`src/rtl/egg_timer.sv`:
```
// Shared definitions for the egg timer alarm: state encoding and BCD helpers.
package egg_timer;

   localparam logic [1:0] ENC_IDLE    = 2'd0;
   localparam logic [1:0] ENC_ARMED   = 2'd1;
   localparam logic [1:0] ENC_RINGING = 2'd2;
   localparam logic [1:0] ENC_HOLD    = 2'd3;

   typedef enum logic [1:0] {
      ST_IDLE    = ENC_IDLE,
      ST_ARMED   = ENC_ARMED,
      ST_RINGING = ENC_RINGING,
      ST_HOLD    = ENC_HOLD
   } state_t;

   localparam int RING_CNT_W = 8;

   // Digits above 9 are not BCD zero, so a corrupt display never counts as expired.
   function automatic logic bcd_is_zero(
      input logic [3:0] sec_ones,
      input logic [3:0] sec_tens,
      input logic [3:0] min_ones,
      input logic [3:0] min_tens
   );
      return (sec_ones == 4'd0) && (sec_tens == 4'd0) &&
             (min_ones == 4'd0) && (min_tens == 4'd0);
   endfunction

endpackage

```
`src/rtl/edge_strobe.sv`:
```
// Synchronizer chain followed by a rising-edge detector; one-cycle strobe per edge.
module edge_strobe #(
   parameter int STAGES = 2
) (
   input  logic i_clk_sys,
   input  logic i_rst_b,
   input  logic i_d,
   output logic o_strobe
);

   logic [STAGES-1:0] r_sync;
   logic              r_dly;

   always_ff @(posedge i_clk_sys) begin
      if (!i_rst_b) begin
         r_sync <= '0;
         r_dly  <= 1'b0;
      end else begin
         r_sync[0] <= i_d;
         for (int i = 1; i < STAGES; i++) begin
            r_sync[i] <= r_sync[i-1];
         end
         r_dly <= r_sync[STAGES-1];
      end
   end

   assign o_strobe = r_sync[STAGES-1] & ~r_dly;

endmodule

```
`src/rtl/egg_alarm.sv`:
```
// Alarm sequencer for the egg timer: rings at 00:00, silences on ack or after
// ALARM_SECONDS of ringing, and holds until a new time is loaded.
//
//   state   | meaning
//   IDLE    | no countdown armed
//   ARMED   | countdown running with a nonzero time
//   RINGING | time expired, buzzer and LED active
//   HOLD    | silenced, waiting for a new nonzero time
module egg_alarm
   import egg_timer::*;
#(
   parameter int ALARM_SECONDS = 30,
   parameter int SYNC_STAGES   = 2
) (
   input  logic       CLK100MHZ,
   input  logic       reset,
   input  logic       pulse_1Hz,
   input  logic       pulse_500Hz,
   input  logic       enable_countdown,
   input  logic [3:0] second_ones,
   input  logic [3:0] second_tens,
   input  logic [3:0] minute_ones,
   input  logic [3:0] minute_tens,
   input  logic       ack,
   output logic       alarm_active,
   output logic       buzzer,
   output logic       led_flash,
   output logic       alarm_done,
   output logic       timed_out
);

   localparam logic [RING_CNT_W:0] RING_LIMIT = (RING_CNT_W+1)'(ALARM_SECONDS);

   logic                  w_tick_1hz;
   logic                  w_tick_500hz;
   logic                  w_ack;
   logic                  w_zero;
   logic [RING_CNT_W:0]   w_cnt_inc;
   logic                  w_ring_done;
   logic                  w_exit_timeout;
   logic                  w_ring_enter;
   logic                  w_ring_exit;
   logic                  w_arm_enter;
   state_t                w_state_nxt;

   state_t                r_state;
   logic [RING_CNT_W-1:0] r_ring_cnt;
   logic                  r_led;
   logic                  r_tone;
   logic                  r_alarm_active;
   logic                  r_buzzer;
   logic                  r_alarm_done;
   logic                  r_timed_out;

   edge_strobe #(.STAGES(SYNC_STAGES)) u_edge_1hz (
      .i_clk_sys (CLK100MHZ),
      .i_rst_b   (reset),
      .i_d       (pulse_1Hz),
      .o_strobe  (w_tick_1hz)
   );

   edge_strobe #(.STAGES(SYNC_STAGES)) u_edge_500hz (
      .i_clk_sys (CLK100MHZ),
      .i_rst_b   (reset),
      .i_d       (pulse_500Hz),
      .o_strobe  (w_tick_500hz)
   );

   edge_strobe #(.STAGES(SYNC_STAGES)) u_edge_ack (
      .i_clk_sys (CLK100MHZ),
      .i_rst_b   (reset),
      .i_d       (ack),
      .o_strobe  (w_ack)
   );

   assign w_zero      = bcd_is_zero(second_ones, second_tens, minute_ones, minute_tens);
   assign w_cnt_inc   = {1'b0, r_ring_cnt} + 1'b1;
   // Timeout fires on the strobe that brings the count up to the limit, so a
   // simultaneous ack strobe can win the tie.
   assign w_ring_done = w_tick_1hz && (w_cnt_inc >= RING_LIMIT);

   always_comb begin
      w_state_nxt    = r_state;
      w_exit_timeout = 1'b0;
      case (r_state)
         ST_IDLE: begin
            if (enable_countdown && !w_zero) w_state_nxt = ST_ARMED;
         end
         ST_ARMED: begin
            if (w_zero)                  w_state_nxt = ST_RINGING;
            else if (!enable_countdown)  w_state_nxt = ST_IDLE;
         end
         ST_RINGING: begin
            if (w_ack) begin
               w_state_nxt = ST_HOLD;
            end else if (w_ring_done) begin
               w_state_nxt    = ST_HOLD;
               w_exit_timeout = 1'b1;
            end
         end
         ST_HOLD: begin
            if (!w_zero) w_state_nxt = ST_IDLE;
         end
         default: w_state_nxt = ST_IDLE;
      endcase
   end

   assign w_ring_enter = (w_state_nxt == ST_RINGING) && (r_state != ST_RINGING);
   assign w_ring_exit  = (r_state == ST_RINGING) && (w_state_nxt != ST_RINGING);
   assign w_arm_enter  = (w_state_nxt == ST_ARMED) && (r_state != ST_ARMED);

   always_ff @(posedge CLK100MHZ) begin
      if (!reset) begin
         r_state        <= ST_IDLE;
         r_ring_cnt     <= '0;
         r_led          <= 1'b0;
         r_tone         <= 1'b0;
         r_alarm_active <= 1'b0;
         r_buzzer       <= 1'b0;
         r_alarm_done   <= 1'b0;
         r_timed_out    <= 1'b0;
      end else begin
         r_state        <= w_state_nxt;
         r_alarm_active <= (r_state == ST_RINGING);
         r_alarm_done   <= w_ring_exit;
         r_buzzer       <= r_tone & r_led & r_alarm_active;

         if (w_ring_enter) begin
            r_ring_cnt <= '0;
         end else if ((r_state == ST_RINGING) && w_tick_1hz && (r_ring_cnt != '1)) begin
            r_ring_cnt <= r_ring_cnt + 1'b1;
         end

         if (w_state_nxt != ST_RINGING) begin
            r_led <= 1'b0;
         end else if (w_ring_enter) begin
            r_led <= 1'b1;
         end else if (w_tick_1hz) begin
            r_led <= ~r_led;
         end

         if (w_tick_500hz) r_tone <= ~r_tone;

         if (w_arm_enter) begin
            r_timed_out <= 1'b0;
         end else if (w_exit_timeout) begin
            r_timed_out <= 1'b1;
         end
      end
   end

   assign alarm_active = r_alarm_active;
   assign buzzer       = r_buzzer;
   assign led_flash    = r_led;
   assign alarm_done   = r_alarm_done;
   assign timed_out    = r_timed_out;

endmodule

```
`config.mk`:
```
export PLATFORM = sky130hd
export DESIGN_NAME = egg_alarm
export DESIGN_NICKNAME = d
export VERILOG_FILES = /design/src/rtl/egg_timer.sv /design/src/rtl/edge_strobe.sv /design/src/rtl/egg_alarm.sv
export SDC_FILE = /design/constraint.sdc
export NUM_CORES = 1
export LEC_CHECK = 0
export ABC_AREA = 1
export ABC_CLOCK_PERIOD_IN_PS = 1700
export CAP_MARGIN = 20
export CORE_ASPECT_RATIO = 1.1
export CORE_MARGIN = 8
export CORE_UTILIZATION = 48
export CTS_CLUSTER_DIAMETER = 200
export DETAILED_ROUTE_END_ITERATION = 7
export GPL_TIMING_DRIVEN = 0
export PLACE_DENSITY = 0.74
export SYNTH_ARGS = -nofsm -noshare
export SYNTH_HDL_FRONTEND = slang
export SYNTH_SLANG_ARGS = --single-unit
```
`constraint.sdc`:
```
create_clock -name CLK100MHZ -period 1.7 [get_ports CLK100MHZ]
set_input_delay 0.34 -clock CLK100MHZ [delete_from_list [all_inputs] [get_ports CLK100MHZ]]
set_output_delay 0.34 -clock CLK100MHZ [all_outputs]
set_load 0.02 [all_outputs]
```
# Word-level counts from Yosys, hierarchy flattened
# Cells that the tools add are included.
totals:
  reg_bits: 25
  inputBits: 22
  elab_cells: 69
op_classes:
  add_sub_neg: 2
  magnitude_cmp: 1
  n_eq_ne: 9
  mux: 12
  bitwise: 11
  n_reduce_logical: 20
ops:
  columns: ["operator", "count"]
  rows:
  - ["$logic_not 4->1", 4]
  - ["$mux 2", 6]
  - ["$logic_and 1x1->1", 10]
  - ["$add 8x1->9 const B", 1]
  - ["$ge 9x5->1 const B", 1]
  - ["$add 8x1->8 const B", 1]
  - ["$ne 8x8->1 const B", 1]
  - ["$pmux 2 s4", 1]
  - ["$eq 2x2->1 const B", 3]
  - ["$not 1->1", 6]
  - ["$reduce_or 2->1", 3]
  - ["$and 1x1->1", 5]
  - ["$mux 1", 5]
  - ["$eq 2x1->1 const B", 2]
  - ["$ne 2x2->1 const B", 2]
  - ["$logic_not 2->1", 1]
  - ["$ne 2x1->1 const B", 1]
  - ["$reduce_bool 2->1", 1]
  - ["$logic_not 1->1", 1]

# Depth between registers and ports, before layout
logic_depth:
  ltp_word: 11
  depth_mapped: 13
  ltp_nobuf: 13

# Modules after synthesis
# Synthesis repeated with hierarchy kept, for this count alone.
hier_totals:
  cells_unflattened: 172
  hier_area_um2: 1194.9
modules_own_cells:
  columns: ["mod", "n_inst", "cells_per_inst", "area_each_um2"]
  rows:
  - ["egg_alarm", 1, 139, 917.1]
  - ["edge_strobe", 3, 11, 92.6]

# Least setup slack after synthesis
# No wires, ideal clock.
synth_path:
  kind: "register -> register"
  from: "register r_ring_cnt[0]"
  to: "register r_ring_cnt[0]"
  setup_ns: 0.121
  t_arrival_ns: 1.356
  required_ns: 1.579
  setup_slack_ns: 0.223
  stages_incl_launch_ff: 10
  synth_period_minus_slack_ns: 1.477
  cell_sequence: "dfxtp_1 -> ha_1 -> nand2_2 -> inv_2 -> nand2_1 -> nor2_2 -> nor3_4 -> nand2_2 -> xor2_1 -> nor2_1"
synth_between:
  elab_chain_len: 9
synth_lines:
  columns: ["item", "line_no", "text"]
  rows:
  - ["start: declaration", "egg_alarm.sv:47", "logic [RING_CNT_W-1:0] r_ring_cnt;"]
  - ["start signal: assignment", "egg_alarm.sv:131", "r_ring_cnt <= r_ring_cnt + 1'b1;"]
  - ["$add 8x1->9", "egg_alarm.sv:77", "assign w_cnt_inc = {1'b0, r_ring_cnt} + 1'b1;"]
  - ["$ge 9x5->1", "egg_alarm.sv:80", "assign w_ring_done = w_tick_1hz && (w_cnt_inc >= RING_LIMIT);"]
  - ["$logic_and 1x1->1", "egg_alarm.sv:80", null]
  - ["$mux 2", "egg_alarm.sv:96", "end else if (w_ring_done) begin"]
  - ["$mux 2", "egg_alarm.sv:94", "if (w_ack) begin"]
  - ["$pmux 2 s4", "egg_alarm.sv:85", "case (r_state)"]
  - ["$eq 2x2->1", "egg_alarm.sv:108", "assign w_ring_enter = (w_state_nxt == ST_RINGING) && (r_state != ST_RINGING);"]
  - ["$logic_and 1x1->1", "egg_alarm.sv:108", null]
  - ["$reduce_or 2->1 (no line)", null, null]
# Parallel ways exist; a longest one is shown, timed or not.
# A chain may end at the register's enable or synchronous reset.

# Worst setup path after layout
layout_path:
  from: "register r_alarm_active, in the netlist alarm_active"
  to: "output alarm_active"
layout_lines:
  columns: ["item", "line_no", "text"]
  rows:
  - ["start: declaration", "egg_alarm.sv:50", "logic r_alarm_active;"]
  - ["start signal: assignment", "egg_alarm.sv:124", "r_alarm_active <= (r_state == ST_RINGING);"]
  - ["end: declaration", "egg_alarm.sv:25", "output logic alarm_active,"]
# No word-level cell between the ends.

==> flow_summary.yaml <==
status:
  run_status: "complete, no violations"
worst_setup_path:
  highest_delay_cell_along_the_critical_path: "sky130_fd_sc_hd__clkdlybuf4s50_1"
  cp.required_ns: 1.36
  critical-path-top-delay-family: "buffers and inverters"
  crit_buf_inv: 1
  critical_path.startpoint_type: "flip-flop"
  end_kind: "output pin"
  critical_path_arrival_ns: 1.29
  critical-path-max-stage-delay_ns: 0.61
  critical_path_class: "reg2out"
  regToRegSetupSlack_ns: 0.15
  timing.critical_path.fanout_max: 2
  crit_path_cell_trace: "clkdlybuf4s50_1"
floorplan:
  std_cell_rows: 19
  effective_utilization_at_floorplan: 0.4886
  floorplan.core_area_sq_um: 2425
  dieHeight_um: 68.11
  design.die.area_sq_um: 4316
  fp.dieW_um: 63.37
  io_pins: 27
clocking:
  clock-root-buffer: "sky130_fd_sc_hd__clkbuf_4"
  tritoncts: "done"
  cts_made_buffers: 3
  worstSkewPairLatency_ns: 0.32
  numClockSinks: 25
  cts.path.max_buffers: 2
  ctsHoldBuffers: 0
  clkTransAtPathRegs_ns: 0.14
  clock_tree.htree_level_count: 1
final_layout:
  seq_area_sq_um: 506.7
  num-nets-final: 227
  fin_cells: 233
  n_fill_cell: 237
  drive_gt1_frac: 0.1485
  util_after_layout: 0.6357
  antenna_cells: 0
  multi_input_comb_area_sq_um: 598.1
  synthToLayoutAreaGrowth_pct: 30.10
  post-route-cell-area_sq_um: 1541
placement:
  final_gp_congestion: 0.8672
  placed_cells: 228
  placement.io_buffers: 26
  placed_cell_area_sq_um: 1484
  place_hpwl_um: 2022
global_route:
  grt_remaining_overflow: 0
  antenna_found_initial: 0
  first_global_vias: 1076
  grt_start_max_net_pins: 15
  global_route_wire_length_before_repair_um: 4471
  grtUsageTotal: 0.1294
timing:
  post-route-min-period_ns: 1.633
  worst_slew_pin_slew_ns: 0.4837
  report.final.slew_viol_count: 0
  timing.hold.ws_ns: 0.4332
  grt_setup_unrepaired: "no"
  max_clock_freq_mhz: 612.4
  finClkSkew_ns: 0.007048
  slew_headroom: 0.6772
  final-setup-viol-count: 0
  final_hold_viol_count: 0
  layout_worst_path_cycle_share: 0.9606
pwr:
  pwr_density_cell_nw_per_um2: 621.7
  ir_drop_worst_case_vdd_v: 0.0007143
  static-leakage-power_nw: 0.7086
route:
  drt_wl_total_um: 2619
  drt.antenna.violating_nets: 0
  drt-initial-drc-count: 77
  detail_route.drc_violations: 0
  num_vias: 1127
  routedWlPerCell_um: 11.24
  drtPass1Iterations: 4
  detail_route.vias_per_cell: 4.837
synthesis:
  syn_area_per_cell_sq_um: 6.929
  synth-seq-area-share: 0.4224
  synth.ff_latch_count: 25
  synth.lib_cells_used.distinct: 18
  syn-cell-area_sq_um: 1185
  syn-num-nets: 195
  syn-instance-count: 171
  yosys_warnings: 0
min_path:
  holdCritPathClass: "reg2reg"
flow_run:
  max_cap_violations: 0
registers in the layout (all words and copies together) (netlist names):
name                 flops
r_ring_cnt               8
r_state                  2
u_edge_1hz.r_sync        2
u_edge_500hz.r_sync      2
u_edge_ack.r_sync        2
alarm_active             1
alarm_done               1
buzzer                   1
led_flash                1
r_tone                   1
timed_out                1
u_edge_1hz.r_dly         1
u_edge_500hz.r_dly       1
u_edge_ack.r_dly         1
through the flow:
| stage | worst slack [ns] | TNS [ns] | power [mW] |
|---|---|---|---|
| final | 0.06706 | 0 | 0.9583 |
| after global routing | 0.004325 | 0 | 1.003 |
| after CTS | 0.02177 | 0 | 0.9701 |
| after detailed placement | -0.008149 | -0.008149 | 0.7040 |
| after global placement | 0.04019 | 0 | 0.7014 |
| after floorplan | 0.2232 | 0 | 0.6478 |
worst paths after layout:
path              cells after the start              endpoint                  from
setup / recovery                      1          alarm_active          alarm_active
hold / removal                        2  u_edge_ack.r_sync[1]  u_edge_ack.r_sync[0]
setup reg to reg                     12             led_flash         r_ring_cnt[1]
hold reg to reg                       2  u_edge_ack.r_sync[1]  u_edge_ack.r_sync[0]
timing repair:
action | CTS | global route
gates resized for setup | 1 | 9
buffers inserted | 1 | 0
setup endpoints to repair | 2 | 13
pin swaps | 1 | 2
cell families after synthesis:
group	after synthesis	synth area share
adders and majority gates	2	0.02112
xor gates and xnor gates	3	0.02218
buffers and inverters	27	0.08553
AOI/OAI and AO/OA	15	0.06547
DFF	25	0.4224
and+or+nand+nor	99	0.3833
layer usage:
metal  global-route usage  share of wire  up-vias
met5                    0              0        -
met4              0.06964          0.016        0
met3              0.03273          0.027        6
met2               0.2560           0.56       13
met1               0.1218           0.39      519
li1                     -              -      589
Yosys cell counts, drive strengths merged:
master  instances  share of area
nand2          48           0.17
nor2           32           0.12
inv            26          0.082
dfxtp          25           0.42
nand3          15          0.068
a21oi          12          0.051
xor2            3          0.022
ha              2          0.021
nand4           2          0.011
o21ai           2         0.0084
clkbuf          1         0.0032
nand3b          1         0.0063
nor3            1          0.014
o21bai          1         0.0063
cell usage in the layout (no fill, tap or decap), types with 2 or more instances in the layout:
cell type / instances
sky130_fd_sc_hd__dfxtp_2: 2
sky130_fd_sc_hd__nand2_2: 8
sky130_fd_sc_hd__inv_1: 23
sky130_fd_sc_hd__nor2_1: 25
sky130_fd_sc_hd__nand4_1: 2
sky130_fd_sc_hd__nand3_1: 14
sky130_fd_sc_hd__a21oi_1: 12
sky130_fd_sc_hd__o21ai_0: 2
sky130_fd_sc_hd__nor2_2: 6
sky130_fd_sc_hd__nand2_1: 39
sky130_fd_sc_hd__clkbuf_4: 3
sky130_fd_sc_hd__xor2_1: 3
sky130_fd_sc_hd__clkdlybuf4s50_1: 24
sky130_fd_sc_hd__inv_2: 3
sky130_fd_sc_hd__dfxtp_1: 22
where the power goes:
group | leakage [nW] | internal [mW] | switching, mW | total, mW
registers | 0.205 | 0.596 | 0.00629 | 0.602
logic | 0.486 | 0.0561 | 0.0330 | 0.0891
clock network | 0.0177 | 0.0882 | 0.179 | 0.267
layout make-up:
type / instances / area share
multi-input combinational: 119 / 0.3880
sequential: 25 / 0.3287
timing repair buffer: 27 / 0.1745
inverter: 26 / 0.06331
tap: 31 / 0.02516
clock buffer: 3 / 0.01461
clock inverter: 1 / 0.003247
buffer: 1 / 0.002435
Power figures use the tool's default switching activity.
